<file path="config.mk">
export PLATFORM = sky130hd
export DESIGN_NAME = uart_job_loader
export DESIGN_NICKNAME = d
export VERILOG_FILES = /design/src/rtl/uart_sha_pkg.sv /design/src/rtl/job_timeout_ctr.sv /design/src/rtl/uart_job_loader.sv
export SDC_FILE = /design/constraint.sdc
export NUM_CORES = 1
export LEC_CHECK = 0
export ABC_CLOCK_PERIOD_IN_PS = 30900
export CAP_MARGIN = 20
export CORE_AREA = 2 2 268 270
export CTS_CLUSTER_SIZE = 16
export DETAILED_ROUTE_END_ITERATION = 10
export DIE_AREA = 0 0 270 272
export PLACE_DENSITY = 0.67
export SYNTH_ARGS = -nofsm -noshare
export SYNTH_HDL_FRONTEND = slang
export SYNTH_SLANG_ARGS = --single-unit
</file>
<file path="constraint.sdc">
create_clock -name clk -period 30.9 [get_ports clk]
set_input_delay 4.635 -clock clk [delete_from_list [all_inputs] [get_ports clk]]
set_output_delay 4.635 -clock clk [all_outputs]
set_load 0.02 [all_outputs]
</file>
<file path="src/rtl/uart_sha_pkg.sv">
// ---------------------------------------------------------------------------
// uart_sha_pkg
// Shared types and constants for the UART front end of the SHA hashing
// controller: loader FSM states, command/response byte values and the byte
// offsets of each field inside the 84-byte job payload.
// ---------------------------------------------------------------------------
package uart_sha_pkg;

    typedef enum logic [1:0] {
        IDLE     = 2'd0,
        RECV     = 2'd1,
        JOB_PEND = 2'd2
    } loader_state_t;

    // Command bytes recognised only while idle
    localparam logic [7:0] CMD_RESET   = 8'h52;  // 'R'
    localparam logic [7:0] CMD_HELLO   = 8'h48;  // 'H'

    // Response bytes sent back toward uart_tx
    localparam logic [7:0] RSP_OK      = 8'h4F;  // 'O'
    localparam logic [7:0] RSP_HELLO   = 8'h31;  // '1'
    localparam logic [7:0] RSP_ERR     = 8'h45;  // 'E'
    localparam logic [7:0] RSP_START   = 8'h53;  // 'S'
    localparam logic [7:0] RSP_TIMEOUT = 8'h54;  // 'T'

    // Payload layout (byte offsets)
    localparam int OFS_DATA   = 0;
    localparam int OFS_STATE  = 12;
    localparam int OFS_TARGET = 44;
    localparam int OFS_NONCE  = 76;
    localparam int OFS_POS    = 80;
    localparam int JOB_BYTES  = 84;

    // Acknowledgement for a byte received while idle
    function automatic logic [7:0] idle_response(input logic [7:0] b);
        if (b == CMD_HELLO) begin
            return RSP_HELLO;
        end else if (b == CMD_RESET) begin
            return RSP_OK;
        end
        return RSP_ERR;
    endfunction

endpackage

</file>
<file path="src/rtl/job_timeout_ctr.sv">
// ---------------------------------------------------------------------------
// job_timeout_ctr
// Idle-cycle watchdog. Counts cycles while enabled, restarts on clear, and
// raises o_expired combinationally in the cycle the count sits at
// TIMEOUT_CYCLES-1 (and wraps to zero on that cycle).
//
// Ports:
//   clk        system clock
//   rstn       asynchronous active-low reset
//   i_clear    restart the count (priority over enable)
//   i_enable   count this cycle
//   o_expired  one-cycle pulse when the limit is reached
// ---------------------------------------------------------------------------
module job_timeout_ctr #(
    parameter int TIMEOUT_CYCLES = 10_000_000
) (
    input  logic clk,
    input  logic rstn,
    input  logic i_clear,
    input  logic i_enable,
    output logic o_expired
);

    localparam int             W     = $clog2(TIMEOUT_CYCLES);
    localparam logic [W-1:0]   LIMIT = W'(TIMEOUT_CYCLES - 1);

    logic [W-1:0] r_count;

    assign o_expired = i_enable && !i_clear && (r_count == LIMIT);

    always_ff @(posedge clk or negedge rstn) begin
        if (!rstn) begin
            r_count <= '0;
        end else if (i_clear || o_expired) begin
            r_count <= '0;
        end else if (i_enable) begin
            r_count <= r_count + W'(1);
        end
    end

endmodule

</file>
<file path="src/rtl/uart_job_loader.sv">
// ---------------------------------------------------------------------------
// uart_job_loader
// Front end of the SHA hashing controller. Interprets the 'R'/'H' command
// protocol on the uart_rx byte stream, assembles an 84-byte job payload into
// typed fields, offers it downstream on a valid/ready handshake and returns
// one-byte acknowledgements toward uart_tx. A stalled payload is abandoned
// after TIMEOUT_CYCLES idle cycles.
//
// Ports:
//   clk, rstn                 clock, asynchronous active-low reset
//   in_valid/in_data/in_ready received byte stream
//   job_valid/job_ready       assembled job handshake
//   job_data      bytes 0..11,  byte i at [8i+:8]
//   job_state     bytes 12..43, big-endian (byte 12 at [255:248])
//   job_target    bytes 44..75, byte 44+k at [8k+:8]
//   job_nonce_base bytes 76..79, big-endian
//   job_position  bytes 80..83, big-endian
//   abort         one-cycle pulse: downstream hashing must reset
//   rsp_valid/rsp_data/rsp_ready  single-entry response byte slot
// ---------------------------------------------------------------------------
module uart_job_loader
    import uart_sha_pkg::*;
#(
    parameter int CLK_FREQ       = 100_000_000,
    parameter int TIMEOUT_CYCLES = 10_000_000,
    parameter int JOB_BYTES      = uart_sha_pkg::JOB_BYTES
) (
    input  logic         clk,
    input  logic         rstn,
    input  logic         in_valid,
    input  logic [7:0]   in_data,
    output logic         in_ready,
    output logic         job_valid,
    input  logic         job_ready,
    output logic [95:0]  job_data,
    output logic [255:0] job_state,
    output logic [255:0] job_target,
    output logic [31:0]  job_nonce_base,
    output logic [31:0]  job_position,
    output logic         abort,
    output logic         rsp_valid,
    output logic [7:0]   rsp_data,
    input  logic         rsp_ready
);

    localparam int CNT_W = $clog2(JOB_BYTES);

    // CLK_FREQ is informational; an illegally parameterised instance keeps
    // in_ready low so the mistake is visible as soon as it is simulated.
    localparam bit PARAMS_OK = (CLK_FREQ > 0) && (JOB_BYTES == 84) &&
                               (TIMEOUT_CYCLES >= 2);

    // ------------------------------------------------------------------
    // Reset: asserts asynchronously, releases on a clock edge
    // ------------------------------------------------------------------
    logic [1:0] r_rst_sync;
    logic       w_rst_n;

    always_ff @(posedge clk or negedge rstn) begin
        if (!rstn) begin
            r_rst_sync <= 2'b00;
        end else begin
            r_rst_sync <= {r_rst_sync[0], 1'b1};
        end
    end

    assign w_rst_n = r_rst_sync[1];

    // Holds in_ready low for the first cycle out of reset
    logic r_open;

    always_ff @(posedge clk or negedge w_rst_n) begin
        if (!w_rst_n) begin
            r_open <= 1'b0;
        end else begin
            r_open <= 1'b1;
        end
    end

    // ------------------------------------------------------------------
    // State and handshakes
    // ------------------------------------------------------------------
    loader_state_t    r_state, w_state_next;
    logic [CNT_W-1:0] r_byte_cnt, w_byte_cnt_next;
    logic             r_rsp_valid;
    logic [7:0]       r_rsp_data;
    logic             r_job_valid;
    logic             r_abort;

    logic             w_in_ready;
    logic             w_xfer;
    logic             w_job_xfer;
    logic             w_rsp_xfer;
    logic             w_expired;
    logic             w_to_enable;
    logic             w_to_clear;

    logic             w_rsp_load;
    logic [7:0]       w_rsp_byte;
    logic             w_abort_next;
    logic             w_job_set;
    logic             w_job_clr;
    logic             w_payload_we;

    assign w_in_ready = PARAMS_OK && r_open && !r_rsp_valid && (r_state != JOB_PEND);
    assign w_xfer     = in_valid && w_in_ready;
    assign w_job_xfer = r_job_valid && job_ready;
    assign w_rsp_xfer = r_rsp_valid && rsp_ready;

    // Watchdog runs only between payload bytes, and pauses while the
    // response slot is occupied (the sender cannot be blamed for that).
    assign w_to_clear  = (r_state != RECV) || w_xfer;
    assign w_to_enable = (r_state == RECV) && !r_rsp_valid && !w_xfer;

    job_timeout_ctr #(
        .TIMEOUT_CYCLES (TIMEOUT_CYCLES)
    ) u_timeout (
        .clk       (clk),
        .rstn      (w_rst_n),
        .i_clear   (w_to_clear),
        .i_enable  (w_to_enable),
        .o_expired (w_expired)
    );

    always_ff @(posedge clk or negedge w_rst_n) begin
        if (!w_rst_n) begin
            r_state    <= IDLE;
            r_byte_cnt <= '0;
        end else begin
            r_state    <= w_state_next;
            r_byte_cnt <= w_byte_cnt_next;
        end
    end

    always_comb begin
        w_state_next    = r_state;
        w_byte_cnt_next = r_byte_cnt;
        w_rsp_load      = 1'b0;
        w_rsp_byte      = r_rsp_data;
        w_abort_next    = 1'b0;
        w_job_set       = 1'b0;
        w_job_clr       = 1'b0;
        w_payload_we    = 1'b0;

        case (r_state)
            IDLE: begin
                if (w_xfer) begin
                    w_rsp_load = 1'b1;
                    w_rsp_byte = idle_response(in_data);
                    if (in_data == CMD_HELLO) begin
                        w_byte_cnt_next = '0;
                        w_state_next    = RECV;
                    end else if (in_data == CMD_RESET) begin
                        w_abort_next = 1'b1;
                    end
                end
            end

            RECV: begin
                // Every byte here is payload, even 'R' and 'H'
                if (w_xfer) begin
                    w_payload_we = 1'b1;
                    if (r_byte_cnt == CNT_W'(JOB_BYTES - 1)) begin
                        w_byte_cnt_next = '0;
                        w_job_set       = 1'b1;
                        w_state_next    = JOB_PEND;
                    end else begin
                        w_byte_cnt_next = r_byte_cnt + CNT_W'(1);
                    end
                end else if (w_expired) begin
                    w_rsp_load      = 1'b1;
                    w_rsp_byte      = RSP_TIMEOUT;
                    w_abort_next    = 1'b1;
                    w_byte_cnt_next = '0;
                    w_state_next    = IDLE;
                end
            end

            JOB_PEND: begin
                // The 'H' ack left the slot before payload could arrive,
                // so the 'S' always finds the slot empty.
                if (w_job_xfer) begin
                    w_job_clr    = 1'b1;
                    w_rsp_load   = 1'b1;
                    w_rsp_byte   = RSP_START;
                    w_state_next = IDLE;
                end
            end

            default: begin
                w_state_next = IDLE;
            end
        endcase
    end

    always_ff @(posedge clk or negedge w_rst_n) begin
        if (!w_rst_n) begin
            r_rsp_valid <= 1'b0;
            r_rsp_data  <= 8'h00;
            r_job_valid <= 1'b0;
            r_abort     <= 1'b0;
        end else begin
            r_abort <= w_abort_next;

            if (w_rsp_load) begin
                r_rsp_valid <= 1'b1;
                r_rsp_data  <= w_rsp_byte;
            end else if (w_rsp_xfer) begin
                r_rsp_valid <= 1'b0;
            end

            if (w_job_set) begin
                r_job_valid <= 1'b1;
            end else if (w_job_clr) begin
                r_job_valid <= 1'b0;
            end
        end
    end

    // ------------------------------------------------------------------
    // Payload storage: one register per byte, written when the count
    // points at it. Contents persist until the next payload overwrites.
    // ------------------------------------------------------------------
    genvar gi;

    for (gi = 0; gi < JOB_BYTES; gi++) begin : g_byte
        logic [7:0] r_byte;

        always_ff @(posedge clk or negedge w_rst_n) begin
            if (!w_rst_n) begin
                r_byte <= 8'h00;
            end else if (w_payload_we && (r_byte_cnt == CNT_W'(gi))) begin
                r_byte <= in_data;
            end
        end
    end

    // Field views of the payload bytes
    for (gi = 0; gi < 12; gi++) begin : g_data
        assign job_data[8*gi +: 8] = g_byte[OFS_DATA + gi].r_byte;
    end

    for (gi = 0; gi < 32; gi++) begin : g_state
        assign job_state[255 - 8*gi -: 8]  = g_byte[OFS_STATE + gi].r_byte;
        assign job_target[8*gi +: 8]       = g_byte[OFS_TARGET + gi].r_byte;
    end

    for (gi = 0; gi < 4; gi++) begin : g_words
        assign job_nonce_base[31 - 8*gi -: 8] = g_byte[OFS_NONCE + gi].r_byte;
        assign job_position[31 - 8*gi -: 8]   = g_byte[OFS_POS + gi].r_byte;
    end

    assign in_ready  = w_in_ready;
    assign job_valid = r_job_valid;
    assign abort     = r_abort;
    assign rsp_valid = r_rsp_valid;
    assign rsp_data  = r_rsp_data;

endmodule

</file>
==> results.ini <==
[status]
status=finished clean

[die]
start_util=0.395
core_mm2=0.0708
die_h_um=272
boundaryPins=697
dieArea_mm2=0.0734
die-width_um=270
row_count=98

[pwr]
power_density_mw_per_mm2=50.7
p_sw_frac=0.229
p_leak_uw=0.0181
comb_power_share=0.033
clkPwrFrac=0.480
ir_drop_mv=0.0394
intPower_uw=1500
seqPwrFrac=0.487
p_switching_uw=446

[route]
drc_errors=0
first_pass_iters=6
post_drt_via_cell_ratio=5.16
routedWlPerCell_um=26.1
first_iter_violations=1086
vias=18200
drt-total-wl_um=91900
ant_nets=0

[sta]
finalSetupTns_ns=0
slew_viol_final=0
fmaxAchievable_ghz=0.129
worst_pin_slew_ns=1.06
fin_hold_ws_ns=0.351
finClkSkew_ns=0.0271
maxSlewHeadroom=0.288
rsz0062_at_grt=false
fin_crit_sh=0.252
setup_viol=0
period_needed_ns=7.77
hold_viol=0

[setup_path]
end_kind=flip-flop
critPathArrivalTime_ns=8.26
cp.required_ns=31.39
critPathLaunchType=input pin
crit_fanout=13
crit_type=input pin to flip-flop

[clock_tree]
numCtsBuffers=78
cts_resized=0
cts_htree_levels=3
clk_path_buf_depth=3
cts_sinks=718
cts-root-buf=clkbuf_16
cts_setup_buffers=0
clock_latency_ns=0.62
cts_tree=built
clk_pin_slew_worst_paths_ns=0.05
cts_hold_buf=0

[global_routing]
antenna_found_initial=0
grt_start_max_net_pins=158
grt_pass1_vias=19300
grt_pass1_wl_um=134000
grt.total_usage=0.246
grt-ovfl-total=0

[synthesis]
synth-seq-area-share=0.644
synthMuxAreaShare=0.274
synth_area_mm2=0.0279
synth_compound_area_frac=0.00820
synth_top_family_by_area=multiplexers
yosysUniqueCellTypes=57
synth_adder_area_share=0.00448
synth_xor_area_frac=0.00690
async_flop_share=1.00
synthCells=1825
ys_warn_count=0
synth-seq-cells=718
yosys.area_share.simple=0.0464
syn_avg_cell_area_um2=15.3
synth_edf_count=0
ys.flop_type=dfrtp_1

[placement]
io_buffers=695
gp_congestion=0.867
hpwl_um=63600

[finish]
area_growth_pct=37.6
fin_util=0.543
nNetsFinal=2537
drive_gt1_frac=0.336

[job]
max_cap_violations=0

[worst_hold_path]
hold_path_class=flip-flop to flip-flop

==> final timing paths <==
check / from / end / slack, ns / depth (start not counted)
min: r_rst_sync[0] / r_rst_sync[1] / 0.35 / 0
max: in_valid / g_byte[12].r_byte[0] / 23.13 / 6
min in group asynchronous: r_rst_sync[1] / g_byte[67].r_byte[7] / 0.42 / 0
min reg2reg: r_rst_sync[0] / r_rst_sync[1] / 0.35 / 0
max reg2reg: r_state[0] / g_byte[12].r_byte[0] / 26.66 / 7
max in group asynchronous: rstn / r_rst_sync[1] / 26.58 / 1
==> synth_stat cells, types with 3 or more instances <==
library cell / count / share of area
mux2i_1: 4 / 0.0014
nand3_2: 6 / 0.0022
o21ai_0: 5 / 0.00090
clkbuf_1: 97 / 0.013
xor2_1: 6 / 0.0019
nor2b_1: 6 / 0.0013
nor2_2: 18 / 0.0040
o22ai_1: 3 / 0.00067
buf_2: 4 / 0.00072
and4_1: 3 / 0.00094
nand2_1: 43 / 0.0058
and3_1: 8 / 0.0018
nand4_1: 8 / 0.0018
xnor2_1: 16 / 0.0050
dfrtp_1: 718 / 0.64
nand2b_1: 10 / 0.0022
ha_1: 10 / 0.0045
nand3_1: 34 / 0.0061
a21oi_1: 8 / 0.0014
inv_1: 14 / 0.0019
nor2_1: 67 / 0.0090
mux2_2: 675 / 0.27
nor4b_1: 5 / 0.0016
nor3_1: 9 / 0.0016
nor4_1: 4 / 0.00090
==> power groups by stage <==
stage	Sequential (uW)	Clock [uW]	Combinational [uW]
after floorplan	980	0	21.1
after CTS	948	959	65.5
after global routing	948	997	70.0
final	948	935	63.9
after detailed placement	965	0	65.4
after global placement	964	0	64.1
==> stage by stage <==
step	cells	total power (uW)	setup slack [ns]	instance area (um2)
global placement	3383	1030	22.63	35800
detailed placement	3384	1030	22.46	35800
finish	3523	1950	23.13	38400
CTS	3521	1970	23.13	38400
global route	3521	2010	22.86	38400
floorplan	1826	1000	9.40	27900
==> registers in the layout, summed over array words and instances (netlist names) <==
register,count
rsp_valid,1
abort,1
job_valid,1
r_byte_cnt,7
g_byte.r_byte,672
u_timeout.r_count,24
rsp_data,7
r_state,2
r_open,1
r_rst_sync,2
==> layer usage <==
metal | global-route usage | vias up | wire length, um | part of all wire
met5 | 0 | - | 0 | 0
met4 | 0.114 | 0 | 4480 | 0.049
met3 | 0.0598 | 200 | 5610 | 0.061
met2 | 0.417 | 601 | 45700 | 0.50
met1 | 0.298 | 9593 | 36100 | 0.39
li1 | - | 7773 | - | -
==> final cells by class <==
cell class	instances	area [um2]
repair buffers	712	7090
inverters	15	56.3
diodes	2	5.00
fillers	5815	32300
well taps	950	1190
clock buffers	108	2280
clock inverters	29	317
multi-input cells	989	9490
flip-flops and latches	718	18000
==> cell usage in the layout (no fill, tap or decap), drive strengths merged, types with 2 or more instances in the layout <==
| cell | n |
|---|---|
| bufinv | 3 |
| nor3 | 9 |
| or2 | 2 |
| ha | 10 |
| mux2 | 675 |
| clkbuf | 108 |
| inv | 19 |
| clkdlybuf4s50 | 687 |
| o22ai | 3 |
| o2bb2ai | 2 |
| xor2 | 6 |
| conb | 3 |
| xnor2 | 16 |
| o211ai | 2 |
| o21ai | 5 |
| nor2b | 6 |
| nor4 | 6 |
| clkinvlp | 5 |
| dfrtp | 718 |
| nor2 | 85 |
| o22a | 2 |
| nand4 | 10 |
| a21boi | 2 |
| clkinv | 17 |
| or3 | 2 |
| buf | 25 |
| nand2 | 45 |
| or4 | 3 |
| and3 | 8 |
| nand3 | 40 |
| nand2b | 10 |
| a22oi | 2 |
| diode | 2 |
| and4 | 3 |
| mux2i | 4 |
| a21oi | 9 |
| nor4b | 5 |
==> logic make-up after synthesis <==
kind of cell    count (synthesis)
flops                         718
mux                           679
simple gates                  242
buf+inv                       119
compound gates                 33
xor+xnor                       22
fa+ha+maj                      10
other cells                     2
==> worst max-delay path, cell delays in order <==
cell and delay, ns:
clkdlybuf4s50_1 0.48, nand4bb_1 0.40, nor2_1 0.80, nand4_1 0.72, nor2_1 0.80, mux2_2 0.41
(Power assumes the default switching activity.)
